File: config.mk
export PLATFORM = sky130hd
export DESIGN_NAME = shift_seq_unit_flat
export DESIGN_NICKNAME = d
export VERILOG_FILES = /design/src/rtl/shift_seq_pkg.sv /design/src/rtl/shift_seq_unit_if.sv /design/src/rtl/shift_step.sv /design/src/rtl/shift_seq_unit.sv /design/src/flat_wrapper.sv
export SDC_FILE = /design/constraint.sdc
export NUM_CORES = 1
export LEC_CHECK = 0
export BUFFER_PORTS_ARGS = -buffer_cell sky130_fd_sc_hd__buf_2
export CAP_MARGIN = 0
export CORE_AREA = 2 2 67 50
export DETAILED_ROUTE_END_ITERATION = 10
export DIE_AREA = 0 0 69 52
export GPL_ROUTABILITY_DRIVEN = 0
export PLACE_DENSITY = 0.81
export SLEW_MARGIN = 20
export SYNTH_ARGS = -nofsm -noshare
export SYNTH_HDL_FRONTEND = slang
export SYNTH_SLANG_ARGS = --single-unit
File: constraint.sdc
create_clock -name clk -period 1.7 [get_ports clk]
set_input_delay 0.34 -clock clk [delete_from_list [all_inputs] [get_ports clk]]
set_output_delay 0.34 -clock clk [all_outputs]
set_load 0.03 [all_outputs]
File: src/rtl/shift_seq_pkg.sv
// Shared types for the sequential shift unit.
//   op_e    : 4-bit operation codes (9..15 are illegal)
//   state_e : controller states
package shift_seq_pkg;

  typedef enum logic [3:0] {
    OpClr  = 4'd0,
    OpLoad = 4'd1,
    OpSrl  = 4'd2,
    OpSll  = 4'd3,
    OpRor  = 4'd4,
    OpRol  = 4'd5,
    OpSri  = 4'd6,
    OpSli  = 4'd7,
    OpSra  = 4'd8
  } op_e;

  typedef enum logic [1:0] {
    StIdle  = 2'd0,
    StShift = 2'd1,
    StDone  = 2'd2
  } state_e;

  localparam logic [3:0] OP_LAST_LEGAL = 4'd8;

endpackage

File: src/rtl/shift_seq_unit_if.sv
// Request/response bundle of the shift unit.
//   master : controller side (drives en/start/op/din/amt/sin)
//   slave  : shift unit side (drives dout/sout/busy/done/err)
interface shift_seq_unit_if #(
  parameter int unsigned WIDTH = 8,
  parameter int unsigned AMT_W = $clog2(WIDTH + 1)
);
  logic             en;
  logic             start;
  logic [3:0]       op;
  logic [WIDTH-1:0] din;
  logic [AMT_W-1:0] amt;
  logic             sin;
  logic [WIDTH-1:0] dout;
  logic             sout;
  logic             busy;
  logic             done;
  logic             err;

  modport master (
    output en, start, op, din, amt, sin,
    input  dout, sout, busy, done, err
  );

  modport slave (
    input  en, start, op, din, amt, sin,
    output dout, sout, busy, done, err
  );
endinterface

File: src/rtl/shift_step.sv
// Combinational single-bit shift/rotate step.
//   op_i      : operation (non-shift codes pass data through)
//   d_i       : current value
//   sin_i     : serial bit inserted by SRI/SLI
//   q_o       : value after one step
//   out_bit_o : bit leaving the register on this step
module shift_step
  import shift_seq_pkg::*;
#(
  parameter int unsigned WIDTH = 8
) (
  input  op_e              op_i,
  input  logic [WIDTH-1:0] d_i,
  input  logic             sin_i,
  output logic [WIDTH-1:0] q_o,
  output logic             out_bit_o
);

  always_comb begin
    q_o       = d_i;
    out_bit_o = 1'b0;
    case (op_i)
      OpSrl: begin q_o = {1'b0, d_i[WIDTH-1:1]};        out_bit_o = d_i[0];       end
      OpSll: begin q_o = {d_i[WIDTH-2:0], 1'b0};        out_bit_o = d_i[WIDTH-1]; end
      OpRor: begin q_o = {d_i[0], d_i[WIDTH-1:1]};      out_bit_o = d_i[0];       end
      OpRol: begin q_o = {d_i[WIDTH-2:0], d_i[WIDTH-1]}; out_bit_o = d_i[WIDTH-1]; end
      OpSri: begin q_o = {sin_i, d_i[WIDTH-1:1]};       out_bit_o = d_i[0];       end
      OpSli: begin q_o = {d_i[WIDTH-2:0], sin_i};       out_bit_o = d_i[WIDTH-1]; end
      OpSra: begin q_o = {d_i[WIDTH-1], d_i[WIDTH-1:1]}; out_bit_o = d_i[0];       end
      default: begin q_o = d_i; out_bit_o = 1'b0; end
    endcase
  end

endmodule

File: src/rtl/shift_seq_unit.sv
// Sequential shift unit: runs a multi-bit shift/rotate as one 1-bit step per enabled clock,
// with a start/busy/done handshake and an illegal-op error flag.
//   clk   : clock, rising edge
//   rst_n : asynchronous active-low reset
//   bus   : request/response bundle (slave side)
module shift_seq_unit
  import shift_seq_pkg::*;
#(
  parameter int unsigned WIDTH = 8,
  parameter int unsigned AMT_W = $clog2(WIDTH + 1)
) (
  input  logic              clk,
  input  logic              rst_n,
  shift_seq_unit_if.slave   bus
);

  state_e           state_q, state_d;
  logic [AMT_W-1:0] cnt_q, cnt_d;
  op_e              op_q, op_d;
  logic [WIDTH-1:0] dout_q, dout_d;
  logic             sout_q, sout_d;
  logic             err_q, err_d;

  logic [WIDTH-1:0] step_q;
  logic             step_out;

  shift_step #(
    .WIDTH (WIDTH)
  ) u_step (
    .op_i      (op_q),
    .d_i       (dout_q),
    .sin_i     (bus.sin),
    .q_o       (step_q),
    .out_bit_o (step_out)
  );

  always_comb begin
    state_d = state_q;
    cnt_d   = cnt_q;
    op_d    = op_q;
    dout_d  = dout_q;
    sout_d  = sout_q;
    err_d   = err_q;
    if (bus.en) begin
      case (state_q)
        StShift: begin
          dout_d = step_q;
          sout_d = step_out;
          cnt_d  = cnt_q - AMT_W'(1);
          if (cnt_q == AMT_W'(1)) state_d = StDone;
        end
        default: begin
          // IDLE or DONE: err only lives for the DONE cycle.
          state_d = StIdle;
          err_d   = 1'b0;
          if (bus.start) begin
            state_d = StDone;
            if (bus.op > OP_LAST_LEGAL) begin
              err_d = 1'b1;
            end else if (bus.op == OpClr) begin
              dout_d = '0;
              sout_d = 1'b0;
            end else if (bus.op == OpLoad) begin
              dout_d = bus.din;
              sout_d = 1'b0;
            end else if (bus.amt != '0) begin
              cnt_d   = (bus.amt > AMT_W'(WIDTH)) ? AMT_W'(WIDTH) : bus.amt;
              op_d    = op_e'(bus.op);
              state_d = StShift;
            end
          end
        end
      endcase
    end
  end

  always_ff @(posedge clk or negedge rst_n) begin
    if (!rst_n) begin
      state_q <= StIdle;
      cnt_q   <= '0;
      op_q    <= OpClr;
      dout_q  <= '0;
      sout_q  <= 1'b0;
      err_q   <= 1'b0;
    end else begin
      state_q <= state_d;
      cnt_q   <= cnt_d;
      op_q    <= op_d;
      dout_q  <= dout_d;
      sout_q  <= sout_d;
      err_q   <= err_d;
    end
  end

  assign bus.dout = dout_q;
  assign bus.sout = sout_q;
  assign bus.busy = (state_q == StShift);
  assign bus.done = (state_q == StDone);
  assign bus.err  = err_q;

endmodule

File: src/flat_wrapper.sv
// flat-port wrapper written by rule: the top's interface ports become plain ports
module shift_seq_unit_flat import shift_seq_pkg::*;
#(
  parameter int unsigned WIDTH = 8,
  parameter int unsigned AMT_W = $clog2(WIDTH + 1)
)
  (clk, rst_n, bus_en, bus_start, bus_op, bus_din, bus_amt, bus_sin, bus_dout, bus_sout, bus_busy, bus_done, bus_err);
  shift_seq_unit_if #(.WIDTH(WIDTH), .AMT_W(AMT_W)) bus_i ();
  input  logic clk;
  input  logic rst_n;
  input wire logic [$bits(bus_i.en)-1:0] bus_en;
  input wire logic [$bits(bus_i.start)-1:0] bus_start;
  input wire logic [$bits(bus_i.op)-1:0] bus_op;
  input wire logic [$bits(bus_i.din)-1:0] bus_din;
  input wire logic [$bits(bus_i.amt)-1:0] bus_amt;
  input wire logic [$bits(bus_i.sin)-1:0] bus_sin;
  output wire logic [$bits(bus_i.dout)-1:0] bus_dout;
  output wire logic [$bits(bus_i.sout)-1:0] bus_sout;
  output wire logic [$bits(bus_i.busy)-1:0] bus_busy;
  output wire logic [$bits(bus_i.done)-1:0] bus_done;
  output wire logic [$bits(bus_i.err)-1:0] bus_err;
  assign bus_i.en = bus_en;
  assign bus_i.start = bus_start;
  assign bus_i.op = bus_op;
  assign bus_i.din = bus_din;
  assign bus_i.amt = bus_amt;
  assign bus_i.sin = bus_sin;
  assign bus_dout = bus_i.dout;
  assign bus_sout = bus_i.sout;
  assign bus_busy = bus_i.busy;
  assign bus_done = bus_i.done;
  assign bus_err = bus_i.err;
  shift_seq_unit #(.WIDTH(WIDTH), .AMT_W(AMT_W)) u_core (.clk(clk), .rst_n(rst_n), .bus(bus_i));
endmodule
Yosys cells after proc, flatten, opt, wreduce, memory -nomap -nowiden
Cells that the tools add are included.
Word-level totals
  output and inout port bits: 12
  latch bits: 0
  flip-flop bits (word level): 20
  input bits: 21
  memories: 0
  bits in read-only memories: 0
  logic and storage cells: 74
  bits in writable memories: 0
Operators by class
  multiply operators: 0
  add/subtract/negate cells: 1
  shift operators: 0
  reductions and logical operators: 14
  bitwise operators: 4
  muxes and demuxes: 28
  equality and inequality tests: 18
  $lt $le $gt $ge: 2
  divide/modulo/power cells: 0
Operators with widths (number)
  $pmux 8 s7: 1
  $mux 8: 5
  $mux 4: 7
  $eq 4x3->1 const B: 4
  $mux 2: 7
  $reduce_and 6->1: 2
  $eq 4x1->1 const B: 2
  $eq 4x2->1 const B: 2
  $gt 4x4->1 const B: 2
  $ne 2x2->1 const B: 4
  $ne 8x1->1 const B: 1
  $mux 1: 7
  $ne 7x1->1 const B: 1
  $reduce_and 7->1: 1
  $reduce_and 5->1: 1
  $eq 4x4->1 const B: 1
  $logic_not 4->1: 1
  $not 1->1: 4
  $reduce_and 2->1: 2
  $reduce_and 4->1: 1
  $reduce_bool 2->1: 2
  $reduce_bool 4->1: 1
  $reduce_or 4->1: 1
  $sub 4x1->4 const B: 1
  6 further kinds: 6

Longest topological paths before layout
Gate-level depths: netlist (run 1).
  word-level depth: 8
  gate-level depth with buffers: 7
  mapped depth without buffers: 6

Modules after synthesis
From an unflattened synthesis (run 1), not the netlist that was laid out.
Second synthesis, totals
  cell total of the unflattened synthesis: 162
  area total of the unflattened synthesis: 1467.7 um^2
Modules (own cells, without submodules)
  shift_seq_unit: sequential area each 500.5 um^2, instances 1, area an instance 1078.5 um^2, cells an instance 107
  shift_step: sequential area each 0.0 um^2, instances 1, area an instance 389.1 um^2, cells an instance 55

Least setup slack after synthesis (run 1)
No wires, ideal clock.
  path type: flip-flop to flip-flop
  from: register u_core.state_q[0]
  to: register u_core.dout_q[2], in the netlist u_core.bus.dout[2]
  slack: 0.148 ns
  library setup time: 0.125 ns
  arrival time: 1.428 ns
  buffers on the path: 2
  data required time: 1.575 ns
  stages on the path, launching flop included: 8
  clock period less this slack: 1.552 ns
  path through: dfrtp_1 -> nand2b_1 -> inv_1 -> buf_2 -> buf_2 -> o211ai_1 -> o211ai_1 -> mux2_2
Between the ends
  longest elaborated chain between the ends: 3
  elaborated cells between the ends (all ways): 7
  classes of those cells: eq/ne: 3; mux: 1; reduce/logical: 3
RTL lines
  from (decl): RTL line shift_seq_unit.sv:17  | state_e state_q, state_d;
  from (signal assigned): RTL line shift_seq_unit.sv:79  | state_q <= StIdle;
  from (signal assigned): RTL line shift_seq_unit.sv:86  | state_q <= state_d;
  $eq 2x1->1 *
  net bus_busy: RTL line flat_wrapper.sv:19  | output wire logic [$bits(bus_i.busy)-1:0] bus_busy;
  $ne 8x1->1 (no source line) (tied with other cells)
  $reduce_and 5->1 (no source line)
  to (signal assigned): RTL line shift_seq_unit.sv:89  | dout_q <= dout_d;
  to (decl): RTL line shift_seq_unit.sv:20  | logic [WIDTH-1:0] dout_q, dout_d;
The timed path passes the listed nets; every way through them passes the cells marked *.
A chain may end at the register's enable or synchronous reset.

Worst setup path after layout (run 1)
  from: register u_core.state_q[1]
  to: output port bus_busy
Between the ends
  longest elaborated chain between the ends: 1
RTL lines
  $eq 2x1->1: RTL line shift_seq_unit.sv:97  | assign bus.busy = (state_q == StShift);
  to (decl): RTL line flat_wrapper.sv:19
No other way between the ends.

==> results.json, run 1 <==
{
  "status": "completed",
  "min_period_ns": 1.618,
  "fp.coreArea_um2": 2978,
  "io_pins": 33,
  "nNetsFinal": 202,
  "hold_viol_final": 0,
  "postCtsSetupBuffers": 0,
  "p_switching_mw": 0.8621,
  "power.share.clock_pct": 15.6,
  "synth-edff-count": 0,
  "crit_path_end_kind": "output port",
  "synth-seq-area-share_pct": 37.66,
  "viasPerCell": 5.721,
  "dr_total_vias": 1230,
  "grt_pass1_wl_um": 5589,
  "fin_setup_tns_ns": 0,
  "clk_latency_ns": 0.27,
  "cts.sinks": 20,
  "syn_to_final_growth_pct": 25.80,
  "rsz0062_at_grt": "no",
  "pwr-share-comb_pct": 45.6,
  "hp-class": "input pin to asynchronous set/reset pin",
  "rows": 17,
  "diodes": 0,
  "grtUsageMet1_pct": 23.71,
  "netlist_instances": 133,
  "die_y_um": 52,
  "synth_seq_cells": 20,
  "post-route-drc-count": 0,
  "start_kind": "flop",
  "power.internal_mw": 1.196,
  "final_cell_mix": "31 x buf_2, 20 x dfrtp_1, 14 x buf_4",
  "start_util_pct": 44.62,
  "crit_path_max_incr_delay_ns": 0.38,
  "dpl.hpwl_um": 2581,
  "cts_made_buffers": 3,
  "seq_power_share_pct": 38.8,
  "worst_pin_slew_ns": 0.4543,
  "p_leak_nw": 0.7467,
  "post_drt_wl_per_cell_um": 15.20,
  "antenna_found_initial": 0,
  "clock_path_buffers": 2,
  "cap_violations": 0,
  "async_flop_share_pct": 100.0,
  "grt_max_degree": 21,
  "io_buffers": 32,
  "grt_usage_pct": 19.92,
  "drv_slew": 0,
  "syn_avg_cell_area_um2": 9.991,
  "fin_cells": 215,
  "clk_pin_slew_ns": 0.08,
  "ir_worst_vdd_uv": 668.2,
  "grt_use_met2_pct": 32.53,
  "cts_max_level": 1,
  "grtUsageMet3_pct": 6.977,
  "tritoncts": "built",
  "period_share_pct": 95.18,
  "crit_start": "u_core.state_q[1]",
  "cts-root-buf": "clkbuf_8",
  "synth_cell_type_count": 45,
  "worstPathMaxFanout": 7,
  "drive_gt1_share_pct": 41.24,
  "dpl.cell_count": 212,
  "grt_pass1_vias": 1210,
  "routed_wl_um": 3268,
  "setup_viol": 0,
  "whs_ns": 0.01382,
  "num-fill-cells": 267,
  "crit_type": "flop to output port",
  "crit_required_ns": 1.36,
  "synth_nets": 156,
  "dieWidth_um": 69,
  "crit_slowest_cell": "dfrtp_1",
  "ant_nets": 0,
  "dr.pass1.iters": 4,
  "max_freq_mhz": 618.0,
  "synth_top_flop_cell": "dfrtp_1",
  "skew_ns": 0.006035,
  "final_common_cell": "buf_2",
  "drt_iter0_markers": 47,
  "netlist_area_um2": 1329,
  "hold_buffers": 0,
  "crit_arrival_ns": 1.28,
  "grt-ovfl-total": 0,
  "p_sw_share_pct": 41.89,
  "powerDensity_nw_per_um2": 1231,
  "yosysWarnings": 0,
  "top_usage_layer": "met2",
  "cp_cell_sequence": "nand2b_2 -> inv_2 -> buf_4 -> clkbuf_4",
  "die_area_um2": 3588,
  "cts_resized": 0,
  "r2r-start": "u_core.op_q[2]",
  "maxSlewHeadroom_pct": 69.39,
  "power_mw": 2.058
}
-- path summary, 6_finish.rpt --
path | to | slack (ns) | depth (start not counted)
worst max register to register | u_core.bus.dout[6] | 0.11 | 4
max in group asynchronous | u_core.op_q[1] | 1.36 | 1
worst min-delay path | u_core.cnt_q[2] | 0.01 | 1
worst max-delay path | bus_busy | 0.08 | 4
min in group clk | u_core.op_q[0] | 0.35 | 2
worst min register to register | u_core.bus.err | 0.49 | 2
-- routing by layer --
| layer | part of all wire [%] | up-vias | wire length, um |
|---|---|---|---|
| met4 | 1.1 | 0 | 36 |
| met1 | 45 | 587 | 1475 |
| met3 | 5.3 | 5 | 172 |
| met5 | 0 | - | 0 |
| met2 | 48 | 37 | 1583 |
| li1 | - | 601 | - |
-- area by class of cell --
cell class,count,area [um^2],share of cell area [%]
sequential,20,500.5,29.94
tap,38,47.55,2.844
timing repair buffer,47,279.0,16.69
clock buffer,3,41.29,2.470
multi-input combinational,99,773.2,46.26
inverter,8,30.03,1.796
-- state kept, by name, summed over array words and instances, names as in the netlist --
signal           flops
u_core.cnt_q         4
u_core.op_q          4
u_core.bus.err       1
u_core.bus.dout      8
u_core.bus.sout      1
u_core.state_q       2
-- stage by stage --
| step | setup WS [ns] | utilization (%) | instance area, um^2 |
|---|---|---|---|
| 3_3_place_gp | -0.08767 | 54.45 | 1622 |
| 2_1_floorplan | 0.1477 | - | 1329 |
| 5_1_grt | 0.01348 | 56.13 | 1672 |
| 4_1_cts | 0.03344 | 55.84 | 1663 |
| 6_report | 0.08188 | 56.13 | 1672 |
| 3_5_place_dp | -0.1398 | 54.45 | 1622 |
-- cell families after synthesis --
group                      count (synthesis)  share of synthesized area (%)
and+or+nand+nor                           45                          21.28
AOI/OAI and AO/OA                         36                          21.56
DFF                                       20                          37.66
muxes                                     15                          12.62
buffers and inverters                     14                          4.332
adders and majority gates                  2                          1.883
xor gates and xnor gates                   1                         0.6593
-- synth_stat cells (2+ instances only) --
| master | n | area, um^2 |
|---|---|---|
| a2bb2oi_1 | 3 | 26.28 |
| a31oi_1 | 2 | 12.51 |
| a32o_1 | 2 | 20.02 |
| buf_2 | 4 | 20.02 |
| clkbuf_1 | 2 | 7.510 |
| dfrtp_1 | 20 | 500.5 |
| ha_1 | 2 | 25.02 |
| inv_1 | 8 | 30.03 |
| mux2_1 | 4 | 45.04 |
| mux2_2 | 10 | 112.6 |
| nand2_1 | 10 | 37.54 |
| nand2b_1 | 2 | 12.51 |
| nand3_1 | 10 | 50.05 |
| nand4_1 | 2 | 12.51 |
| nand4b_1 | 3 | 26.28 |
| nor2_1 | 4 | 15.01 |
| nor2b_1 | 3 | 18.77 |
| o211ai_1 | 9 | 67.56 |
| o21ai_0 | 4 | 20.02 |
| o21ai_1 | 2 | 10.01 |
| o221a_2 | 2 | 22.52 |
| or4_1 | 2 | 15.01 |
-- critical path, delay by kind of cell (launching register included) --
kind                   cells  cell delay [ns]
and+or+nand+nor            1             0.22
DFF                        1             0.38
buffers and inverters      3             0.42
-- power groups by stage --
stage / sequential [mW] / combinational (mW) / clock [mW]
final: 0.799 / 0.938 / 0.321
after global routing: 0.820 / 1.01 / 0.358
after CTS: 0.796 / 0.940 / 0.339
after detailed placement: 0.805 / 0.937 / 0
after global placement: 0.788 / 0.911 / 0
after floorplan: 0.978 / 0.443 / 0
(Power assumes the default switching activity.)
==> inputs of run 2 (changes only) <==
CORE_AREA = 2 2 70 52   (was 2 2 67 50)
DIE_AREA = 0 0 72 54   (was 0 0 69 52)
SYNTH_HIERARCHICAL = 1   (was unset)
==> run 2 against run 1 <==
- register-to-register slack got worse by 0.04 ns
- clock power rose by 13%
- setup slack got worse by 0.018 ns
- clock skew rose by 0.0027 ns
- via count rose by 19%
- combinational power rose by 29%
- global-route usage rose by 0.77 points
- die area rose by 8.4%
==> results.json, run 2 <==
{
  "status": "completed",
  "dieWidth_um": 72,
  "crit_slowest_cell": "dfrtp_1",
  "syn_to_final_growth_pct": 23.10,
  "hp-class": "input pin to asynchronous set/reset pin",
  "start_util_pct": 44.33,
  "grt_pass1_wl_um": 6092,
  "post_drt_wl_per_cell_um": 15.21,
  "syn_avg_cell_area_um2": 9.060,
  "grt_max_degree": 21,
  "netlist_area_um2": 1468,
  "ir_worst_vdd_uv": 587.7,
  "die_y_um": 54,
  "rsz0062_at_grt": "no",
  "worst_pin_slew_ns": 0.4560,
  "crit_arrival_ns": 1.30,
  "io_buffers": 32,
  "grt_usage_pct": 20.69,
  "cts_max_level": 1,
  "cts.sinks": 20,
  "synth_nets": 185,
  "io_pins": 33,
  "crit_type": "flop to output port",
  "die_area_um2": 3888,
  "dr_total_vias": 1459,
  "dpl.cell_count": 240,
  "dpl.hpwl_um": 2716,
  "skew_ns": 0.008753,
  "cp_cell_sequence": "nand2b_1 -> inv_4 -> buf_2",
  "crit_required_ns": 1.36,
  "synth-edff-count": 0,
  "power_mw": 2.407,
  "fin_area_um2": 1807,
  "routed_wl_um": 3712,
  "antenna_found_initial": 0,
  "ant_nets": 0,
  "setup_viol": 0,
  "clk_pin_slew_ns": 0.08,
  "ys_top_cells_by_count": "20 x dfrtp_1, 15 x nand2_1, 12 x o21ai_0",
  "drt_iter0_markers": 159,
  "yosys.area.top_type_share_pct": 34.10,
  "final_cell_mix": "32 x buf_2, 18 x dfrtp_1, 15 x nand2_1, 15 x buf_4",
  "r2r-start": "u_core/op_q[1]",
  "maxSlewHeadroom_pct": 69.60,
  "rows": 18,
  "fin_setup_tns_ns": 0,
  "cap_violations": 0,
  "largest_register_ffs": 8,
  "crit_start": "u_core/state_q[1]",
  "final_common_cell": "buf_2",
  "synth-seq-area-share_pct": 34.10,
  "synth.most_common_cell": "dfrtp_1",
  "synth_area_leaders": "dfrtp_1 34%, o31ai_1 4.6%, o21ai_0 4.1%",
  "worstPathMaxFanout": 12,
  "synth_seq_cells": 20,
  "hold_viol_final": 0,
  "synth_top_flop_cell": "dfrtp_1",
  "netlist_instances": 162,
  "placed_area_um2": 1734,
  "clk_latency_ns": 0.26,
  "yosys.area.top_type": "dfrtp_1",
  "drive_gt1_share_pct": 35.29,
  "fin_cells": 244,
  "cts_made_buffers": 3,
  "tritoncts": "built",
  "post-route-drc-count": 0,
  "cts-root-buf": "clkbuf_8",
  "fin_util_pct": 54.57,
  "drv_slew": 0,
  "yosysWarnings": 6,
  "crit_path_end_kind": "output port",
  "grt_pass1_vias": 1261,
  "powerDensity_nw_per_um2": 1332,
  "viasPerCell": 5.980,
  "synth_cell_type_count": 48,
  "max_freq_mhz": 611.2,
  "dr.pass1.iters": 4,
  "period_share_pct": 96.24,
  "clock_path_buffers": 2,
  "grt-ovfl-total": 0,
  "hold_buffers": 0,
  "nNetsFinal": 228,
  "crit_path_max_incr_delay_ns": 0.38,
  "p_leak_nw": 0.8338,
  "async_flop_share_pct": 100.0,
  "fp.coreArea_um2": 3311,
  "diodes": 0,
  "min_period_ns": 1.636,
  "start_kind": "flop"
}
run 2: cell count changes after synthesis, moves of 5 or more:
cell / change
o21ai_0: +8
mux2_2: -10
nand2_1: +5
o31ai_1: +9
a22oi_1: +8
nand2b_1: +7
o211ai_1: -9
a211oi_1: +6
nand3_1: -5
nor4_1: +7
a21oi_1: +8
run 2: metrics by stage:
stage / hold WS (ns) / setup slack [ns]
final: 0.01849 / 0.06393
after global routing: 0.05262 / 0.003193
after CTS: 0.02833 / 0.01247
after detailed placement: 0.3146 / 0.01766
after global placement: 0.3154 / 0.05816
after floorplan: 0.04441 / 0.1249
run 2: routing by layer:
metal,up-vias,part of all wire [%],track usage (%)
li1,711,-,-
met1,687,48,29.73
met2,57,43,31.33
met3,4,7.2,4.494
met4,0,1.2,5.975
met5,-,0,0
run 2: cell type report:
cell class / instances / area (um^2)
well taps: 40 / 50.05
clock buffers: 4 / 55.05
fillers: 303 / 1504
inverters: 5 / 21.27
flip-flops and latches: 20 / 503.0
multi-input cells: 128 / 904.6
repair buffers: 47 / 272.8
run 2: power by group:
group          switching (mW)  internal [mW]  leakage (nW)
logic                   0.685          0.525         0.561
registers               0.210          0.623         0.244
clock network           0.158          0.206        0.0288
run 2: final timing paths:
kind / to / slack (ns) / cells after the start
worst max register to register: u_core/bus.dout[6] / 0.07 / 7
worst min register to register: u_core/bus.err / 0.47 / 2
worst min-delay path: u_core/bus.dout[4] / 0.02 / 1
min in group clk: u_core/bus.dout[2] / 0.36 / 3
worst max-delay path: bus_busy / 0.06 / 3
max in group asynchronous: u_core/op_q[3] / 1.34 / 1
run 2: worst max-delay path, delay by kind of cell, from the launching register on:
kind / cells / cell delay (ns)
buf+inv: 2 / 0.41
flops: 1 / 0.38
simple gates: 1 / 0.25
run 2: timing repair:
item                                   CTS  global route
endpoints found under the hold margin    0             0
gates resized for setup                  0             9
setup endpoints to repair                0             9
setup buffers                            0             0
run 2: cell families after synthesis:
kind of cell	share of synthesized area, %
AO/OA/AOI/OAI	29.33
AND/OR/NAND/NOR	24.30
flip-flops	34.10
buffers and inverters	5.114
multiplexers	5.456
adder cells (fa/ha/maj)	1.705
==> inputs of run 3 (changes only) <==
CELL_PAD_IN_SITES_DETAIL_PLACEMENT = 1   (was unset)
CELL_PAD_IN_SITES_GLOBAL_PLACEMENT = 1   (was unset)
CORE_AREA = 2 2 80 59   (was 2 2 70 52)
DIE_AREA = 0 0 82 61   (was 0 0 72 54)
PLACE_DENSITY = 0.82   (was 0.81)
==> run 3 against run 2 <==
- the run now ends with negative setup slack left
- maximum frequency fell by 14%
- global-route usage rose by 1.1 points
- utilization fell by 6.2 points
- critical path type is now flop to flop
- critical endpoint is now u_core/bus.dout[4]
- largest cell class unchanged
==> results.json, run 3 (synthesis gave the netlist of run 2 again) <==
{
  "status": "finished, violations left",
  "violations": "negative setup slack",
  "hold_buffers": 0,
  "crit_path_max_incr_delay_ns": 0.47,
  "critical_path_depth": 6,
  "crit_arrival_ns": 2.05,
  "nNetsFinal": 239,
  "worstPathMaxFanout": 7,
  "drv_slew": 0,
  "drive_gt1_share_pct": 44.19,
  "period_share_pct": 112.2,
  "power_mw": 2.900,
  "post-route-drc-count": 0,
  "ir_worst_vdd_uv": 568.0,
  "dpl.hpwl_um": 3458,
  "crit_required_ns": 1.84,
  "cts_max_level": 1,
  "crit_type": "flop to flop",
  "routed_wl_um": 5402,
  "clk_latency_ns": 0.28,
  "antenna_found_initial": 0,
  "final_cell_mix": "31 x buf_2, 21 x buf_4, 18 x dfrtp_1",
  "r2r-start": "u_core/op_q[2]",
  "timing.final.ws_setup_ns": -0.2068,
  "io_buffers": 32,
  "fin_util_pct": 48.39,
  "grt_use_met2_pct": 35.31,
  "crit_family": "compound AO/OA/AOI/OAI gates",
  "die_area_um2": 5002,
  "hp-class": "input pin to asynchronous set/reset pin",
  "setup_viol": 5,
  "top_usage_layer": "met2",
  "largest_register_ffs": 8,
  "p_leak_nw": 0.9185,
  "dr.pass1.iters": 4,
  "crit_slowest_cell": "dfrtp_2",
  "cap_violations": 0,
  "grt_pass1_vias": 1561,
  "hold_viol_final": 0,
  "rr_endpoint": "u_core/bus.dout[4]",
  "ant_nets": 0,
  "cts.sinks": 20,
  "critPathCapture": "u_core/bus.dout[4]",
  "grt_usage_pct": 21.77,
  "whs_ns": 0.01530,
  "syn_to_final_growth_pct": 38.62,
  "final_common_cell": "buf_2",
  "fin_setup_tns_ns": -0.3400,
  "grtUsageMet1_pct": 29.87,
  "maxSlewHeadroom_pct": 66.92,
  "io_pins": 33,
  "dr_total_vias": 1575,
  "start_util_pct": 34.91,
  "rr_worst_depth": 6,
  "rows": 20,
  "skew_ns": 0.01207,
  "drt_iter0_markers": 120,
  "grt_pass1_wl_um": 8045,
  "viasPerCell": 5.833,
  "start_kind": "flop",
  "r2r_setup_slack_ns": -0.21,
  "crit_path_end_kind": "flop",
  "dieWidth_um": 82,
  "powerDensity_nw_per_um2": 1425,
  "rsz0062_at_grt": "yes",
  "max_freq_mhz": 524.4,
  "tritoncts": "built",
  "grt_max_degree": 21,
  "diodes": 0,
  "clock_path_buffers": 2,
  "path_buf_inv": 1,
  "min_period_ns": 1.907,
  "die_y_um": 61,
  "crit_start": "u_core/op_q[2]",
  "cts-root-buf": "clkbuf_8",
  "grtUsageMet3_pct": 4.167,
  "cts_made_buffers": 3,
  "cp_cell_sequence": "buf_6 -> or3_4 -> a21oi_2 -> a211oi_1 -> a22oi_1 -> o21ai_0",
  "worst_pin_slew_ns": 0.4962,
  "clk_pin_slew_ns": 0.09,
  "grt-ovfl-total": 0,
  "post_drt_wl_per_cell_um": 20.01,
  "fp.coreArea_um2": 4204
}
[run 3: how the worst min path moves through the flow]
| stage | slack, ns | startpoint | endpoint | cells after the start |
|---|---|---|---|---|
| detailed placement | 0.33 | rst_n | u_core/bus.dout[7] | 1 |
| global route | 0.05 | rst_n | u_core/bus.dout[4] | 1 |
| finish | 0.02 | rst_n | u_core/cnt_q[2] | 1 |
| global placement | 0.33 | rst_n | u_core/bus.dout[7] | 1 |
| floorplan | 0.04 | rst_n | u_core/bus.dout[0] | 0 |
| CTS | 0.03 | rst_n | u_core/cnt_q[2] | 1 |
[run 3: layout make-up]
| class | count | area (um^2) |
|---|---|---|
| Inverter | 5 | 18.77 |
| Fill cell | 515 | 2170 |
| Multi-Input combinational cell | 128 | 983.4 |
| Sequential cell | 20 | 503.0 |
| Tap cell | 55 | 68.82 |
| Clock buffer | 3 | 41.29 |
| Timing Repair Buffer | 58 | 389.1 |
| Clock inverter | 1 | 30.03 |
[run 3: power breakdown]
| group | switching (mW) | leakage [nW] | total (mW) | internal [mW] |
|---|---|---|---|---|
| Combinational | 0.851 | 0.639 | 1.52 | 0.674 |
| Sequential | 0.245 | 0.244 | 0.867 | 0.622 |
| Clock | 0.193 | 0.0357 | 0.508 | 0.315 |
[run 3: stage by stage]
stage / std cells / cell area (um^2) / setup slack [ns]
floorplan: 162 / 1468 / 0.1249
global placement: 258 / 1788 / 0.04886
detailed placement: 258 / 1788 / -0.02687
CTS: 262 / 1877 / -0.007775
global route: 270 / 2034 / -0.2045
finish: 270 / 2034 / -0.2068
[run 3: routing by layer]
layer / part of all wire [%] / routed length, um
met5: 0 / 0
met4: 1.8 / 97
met3: 6.0 / 325
met2: 48 / 2574
met1: 45 / 2404
[run 3: repair_timing]
item                       CTS  global route
buffers inserted             0             8
setup endpoints to repair    8             9
gates resized for setup      6            23
pin swaps                    0            14
